<file path="config.mk">
export PLATFORM = sky130hd
export DESIGN_NAME = cs_frame_ctrl
export DESIGN_NICKNAME = d
export VERILOG_FILES = /design/src/rtl/cs_frame_ctrl.sv
export SDC_FILE = /design/constraint.sdc
export NUM_CORES = 1
export LEC_CHECK = 0
export CAP_MARGIN = 25
export CORE_ASPECT_RATIO = 1.2
export CORE_MARGIN = 1.5
export CORE_UTILIZATION = 30
export DETAILED_ROUTE_END_ITERATION = 7
export GPL_ROUTABILITY_DRIVEN = 0
export PLACE_DENSITY = 0.51
export SYNTH_ARGS = -nofsm -noshare
export SYNTH_HDL_FRONTEND = slang
export SYNTH_SLANG_ARGS = --single-unit
export TNS_END_PERCENT = 100
</file>
<file path="constraint.sdc">
create_clock -name clk -period 2.75 [get_ports clk]
set_input_delay 0.55 -clock clk [delete_from_list [all_inputs] [get_ports clk]]
set_output_delay 0.55 -clock clk [all_outputs]
set_load 0.02 [all_outputs]
</file>
<file path="src/rtl/cs_frame_ctrl.sv">
// cs_frame_ctrl: frame sequencer feeding the CS smoothing core; optional CS_CHKSUM_EN adds a result checksum port
module cs_frame_ctrl #(
  parameter int AW       = 12,
  parameter int CORE_LAT = 1,
  parameter int WIN      = 9
) (
  input  logic          clk,
  input  logic          reset,
  input  logic          start,
  input  logic [AW:0]   len,
  input  logic [AW-1:0] rd_base,
  input  logic [AW-1:0] wr_base,
  output logic          busy,
  output logic          done,
  output logic          err,
  output logic          rd_en,
  output logic [AW-1:0] rd_addr,
  input  logic [7:0]    rd_data,
  output logic          cs_reset,
  output logic [7:0]    cs_x,
  input  logic [9:0]    cs_y,
  output logic          wr_en,
  output logic [AW-1:0] wr_addr,
  output logic [9:0]    wr_data
`ifdef CS_CHKSUM_EN
  ,
  output logic [15:0]   chksum
`endif
);
  localparam int D = 2 + CORE_LAT;
  localparam logic [AW:0] L_WIN = (AW+1)'(WIN);
  localparam logic [AW:0] L_WM1 = (AW+1)'(WIN - 1);
  localparam logic [2:0] S_IDLE  = 3'd0;
  localparam logic [2:0] S_CLR   = 3'd1;
  localparam logic [2:0] S_RUN   = 3'd2;
  localparam logic [2:0] S_DRAIN = 3'd3;
  localparam logic [2:0] S_DONE  = 3'd4;
  logic [2:0]    r_state;
  logic [2:0]    w_next;
  logic [AW:0]   r_len;
  logic [AW:0]   r_cnt;
  logic [AW-1:0] r_rd_base;
  logic [AW-1:0] r_wr_base;
  logic [D-1:0]  r_v;
  logic [AW:0]   r_idx [D];
  logic [7:0]    r_cs_x;
  logic          r_err;
  logic          w_accept;
  logic          w_last_rd;
  logic          w_pipe_end;
  logic [AW:0]   w_idx;
  assign w_accept   = r_state == S_IDLE && start && len >= L_WIN;
  assign w_last_rd  = r_cnt == r_len - (AW+1)'(1);
  assign w_pipe_end = ~|r_v[D-2:0];
  assign w_idx      = r_idx[D-1];
  assign busy       = r_state == S_CLR || r_state == S_RUN || r_state == S_DRAIN;
  assign done       = r_state == S_DONE;
  assign err        = r_err;
  assign cs_reset   = reset || r_state == S_CLR;
  assign cs_x       = r_cs_x;
  assign rd_en      = r_state == S_RUN;
  assign rd_addr    = rd_en ? r_rd_base + r_cnt[AW-1:0] : '0;
  assign wr_en      = r_v[D-1] && w_idx >= L_WM1;
  assign wr_addr    = wr_en ? r_wr_base + AW'(w_idx - L_WM1) : '0;
  assign wr_data    = wr_en ? cs_y : '0;
  // next state: RUN ends on the len-th read, DRAIN ends once the last write is leaving the pipe
  always_comb begin
    w_next = r_state == S_IDLE  ? (w_accept ? S_CLR : S_IDLE) :
             r_state == S_CLR   ? S_RUN :
             r_state == S_RUN   ? (w_last_rd ? S_DRAIN : S_RUN) :
             r_state == S_DRAIN ? (w_pipe_end ? S_DONE : S_DRAIN) : S_IDLE;
  end
  // state, frame parameters, read counter and reject pulse
  always_ff @(posedge clk) begin
    if (reset) begin
      r_state   <= S_IDLE;
      r_len     <= '0;
      r_cnt     <= '0;
      r_rd_base <= '0;
      r_wr_base <= '0;
      r_err     <= 1'b0;
    end else begin
      r_state <= w_next;
      r_err   <= r_state == S_IDLE && start && len < L_WIN;
      r_cnt   <= r_state == S_RUN ? r_cnt + (AW+1)'(1) : '0;
      if (w_accept) begin
        r_len     <= len;
        r_rd_base <= rd_base;
        r_wr_base <= wr_base;
      end
    end
  end
  // valid/index pipe: stage 0 = rd_data cycle, stage 1 = cs_x cycle, last stage = cs_y cycle
  always_ff @(posedge clk) begin
    r_v      <= reset ? '0 : {r_v[D-2:0], rd_en};
    r_idx[0] <= r_cnt;
    for (int i = 1; i < D; i++) r_idx[i] <= r_idx[i-1];
  end
  // sample register toward the core, holds when nothing valid arrives
  always_ff @(posedge clk) begin
    if (reset) r_cs_x <= '0;
    else if (r_v[0]) r_cs_x <= rd_data;
  end
`ifdef CS_CHKSUM_EN
  logic [15:0] r_chksum;
  assign chksum = r_chksum;
  // running sum of written results, restarted on each accepted frame
  always_ff @(posedge clk) begin
    if (reset || w_accept) r_chksum <= '0;
    else if (wr_en) r_chksum <= r_chksum + {6'd0, wr_data};
  end
`endif
endmodule

</file>
==> results.py <==
metrics = {
    "placement": {
        "portBuffers": 105,
        "dpl.hpwl_microns": 9270,
        "place_ws_ns": -0.672,
    },
    "timing": {
        "fin_crit_sh_pct": 116,
        "fmax_mhz": 314,
        "fin_crit_ns": 3.18,
        "hold_viol": 0,
        "skew_ns": 0.0102,
        "rsz0062_at_grt": "yes",
        "worst_slack_ns": -0.432,
        "final-setup-viol-count": 10,
        "slew_headroom_pct": 69.6,
        "finalMaxSlewViolations": 0,
        "fin_hold_ws_ns": 0.323,
        "tightest_slew_ns": 0.452,
    },
    "clock_tree": {
        "clkTransAtPathRegs_ns": 0.07,
        "cts_sinks": 104,
        "tritoncts": "done",
        "clkLatencyLatePin_ns": 0.34,
        "htree_levels": 3,
        "cts_max_path_buffers": 2,
        "root_buffer": "clkbuf_16",
        "cts_buffers": 9,
    },
    "route": {
        "firstDrtPassIters": 4,
        "ant_nets": 0,
        "vias": 4198,
        "drt-initial-drc-count": 161,
        "drc": 0,
        "drt-total-wl_microns": 12400,
        "routed_via_density": 4.53,
        "wl_per_cell_microns": 13.4,
    },
    "floorplan": {
        "placementRows": 51,
        "die_h_microns": 144,
        "die_w_microns": 120,
        "start_util_pct": 30.6,
        "io_pins": 106,
        "die-area_sq_um": 17300,
        "core_area_sq_um": 16200,
    },
    "yosys": {
        "synth_warnings": 0,
        "synth_cell_types": 57,
        "yosysTopAreaCell": "dfxtp_1",
        "synth-seq-cells": 104,
        "syn_area_sq_um": 4970,
        "synth_top_area_share_pct": 41.9,
        "synth_nets": 623,
        "ys_top_cells_by_area": "dfxtp_1, mux2i_1, ha_1, nor2_1, xnor2_1",
        "yosysSeqAreaShare_pct": 41.9,
        "synthArstFlopShare_pct": 0,
        "synth_ff_type": "dfxtp_1",
        "syn_area_per_cell_sq_um": 9.39,
        "synth_edf_count": 0,
        "syn_inst": 529,
    },
    "layout": {
        "nFillCells": 1552,
        "nNetsFinal": 804,
        "drive_gt1_share_pct": 24.9,
        "n_antenna_cell": 0,
        "area_growth_pct": 50.8,
    },
    "power": {
        "p_leak_nw": 3.45,
        "p_total_mw": 3.64,
        "powerDensity_nw_per_um2": 486,
        "ir_worst_vdd_mv": 0.255,
    },
    "global_routing": {
        "antenna_found_initial": 0,
        "grt_pass1_vias": 4194,
        "overflow": 0,
        "track_usage_pct": 14.5,
        "grt_start_max_net_pins": 39,
        "grt_pass1_wl_microns": 20100,
    },
    "setup_path": {
        "critPathArrivalTime_ns": 2.63,
        "crit_path_end_kind": "output pin",
        "required_ns": 2.20,
        "cp-start-kind": "flip-flop",
        "rr_worst_depth": 9,
        "cp_max_fo": 3,
        "path_class": "reg2out",
    },
    "min_path": {
        "hold_path_class": "reg2reg",
        "worstHoldPathCells": 0,
    },
    "outcome": {
        "status": "finished, violations left",
        "violations": "setup timing",
    },
    "flow_run": {
        "drv_cap": 0,
    },
}
==> synthesized netlist by cell type, drive strengths merged, types with 3 or more instances <==
library cell and number:
and3 17, nand2b 4, xor2 18, or3 4, buf 5, and2 5, o21a 3, clkbuf 11
nor3 7, ha 34, nand4 4, mux2i 48, a21o 6, dfxtp 104, nor4 8, o31a 3
o21ai 12, o211ai 3, a21oi 21, nor2b 3, nand2 13, inv 43, xnor2 19, nor2 84
nand3 10, a2111oi 5
==> timing repair <==
action,CTS,global route
pin swaps,19,15
setup buffers,10,3
gates resized for setup,116,36
hold buffers,0,0
endpoints found under the setup margin,22,17
==> per-stage QoR <==
stage / instances / TNS (ns) / cell area (sq um) / utilization (%)
2_1_floorplan: 529 / -0.147 / 5010 / -
3_3_place_gp: 898 / -4.66 / 6780 / 41.8
3_5_place_dp: 898 / -4.90 / 6780 / 41.8
4_1_cts: 924 / -2.81 / 7360 / 45.4
5_1_grt: 927 / -3.89 / 7490 / 46.2
6_report: 927 / -2.57 / 7490 / 46.2
==> routing by layer <==
layer	global-route usage [%]	routed length [microns]
met1	16.7	5210
met2	26.9	6430
met3	2.26	529
met4	5.57	250
met5	0	0
==> cells in the final DEF, fill, tap and decap left out, drive strengths merged, types with 7 or more instances in the layout <==
cell / netlist / routed
nand2: 13 / 13
and3: 17 / 17
a21oi: 21 / 21
nor3: 7 / 7
o21ai: 12 / 12
xor2: 18 / 18
nor2: 84 / 84
dlymetal6s2s: 0 / 9
dfxtp: 104 / 104
ha: 34 / 34
inv: 43 / 47
xnor2: 19 / 19
mux2i: 48 / 48
nor4: 8 / 8
clkdlybuf4s50: 0 / 73
clkbuf: 11 / 11
buf: 5 / 97
nand3: 10 / 10
==> cells by family (layout without fill, tap and decap cells) <==
family	after synthesis	in the layout	share of synthesized area [%]
and+or+nand+nor	171	171	17.6
DFF	104	104	41.9
AOI/OAI and AO/OA	72	72	10.0
buffers and inverters	61	247	4.89
muxes	48	48	9.67
xor gates and xnor gates	37	37	6.52
adders and majority gates	36	36	9.37
==> power breakdown <==
group	switching, mW	total (mW)	internal, mW
Sequential	0.0491	1.60	1.56
Combinational	0.320	0.708	0.388
Clock	0.591	1.32	0.734
Total	0.960	3.64	2.68
==> worst paths after layout <==
path | slack, ns | from | to
min reg2reg | 0.32 | r_idx[0][9] | r_idx[0][22]
max | -0.43 | r_idx[0][27] | wr_addr[11]
max reg2reg | 0.60 | r_state[1] | r_state[0]
min | 0.32 | r_idx[0][9] | r_idx[0][22]
==> worst max-delay path, cell delays in order, from the launching register on <==
cell and delay [ns]:
dfxtp_2 0.33, ha_4 0.24, ha_4 0.16, fa_2 0.34, a21o_1 0.20, a21oi_4 0.17
o21bai_4 0.12, a2111oi_4 0.33, nor4_1 0.08, o21a_2 0.20, buf_6 0.12
==> flip-flops by register name, summed over array words and instances, names as in the netlist <==
signal / flops
r_wr_base: 12
cs_x: 8
r_cnt: 13
r_len: 13
r_v: 3
r_state: 3
r_rd_base: 12
err: 1
r_idx: 39
==> cell type report <==
class	instances	area, sq um	area share [%]
inverter	45	171	2.29
timing repair buffer	186	1660	22.1
tap	212	265	3.54
clock buffer	10	229	3.06
sequential	104	2100	28.0
multi-input combinational	364	2980	39.8
clock inverter	6	86.3	1.15
No activity file was read; power rests on OpenSTA's default activity.
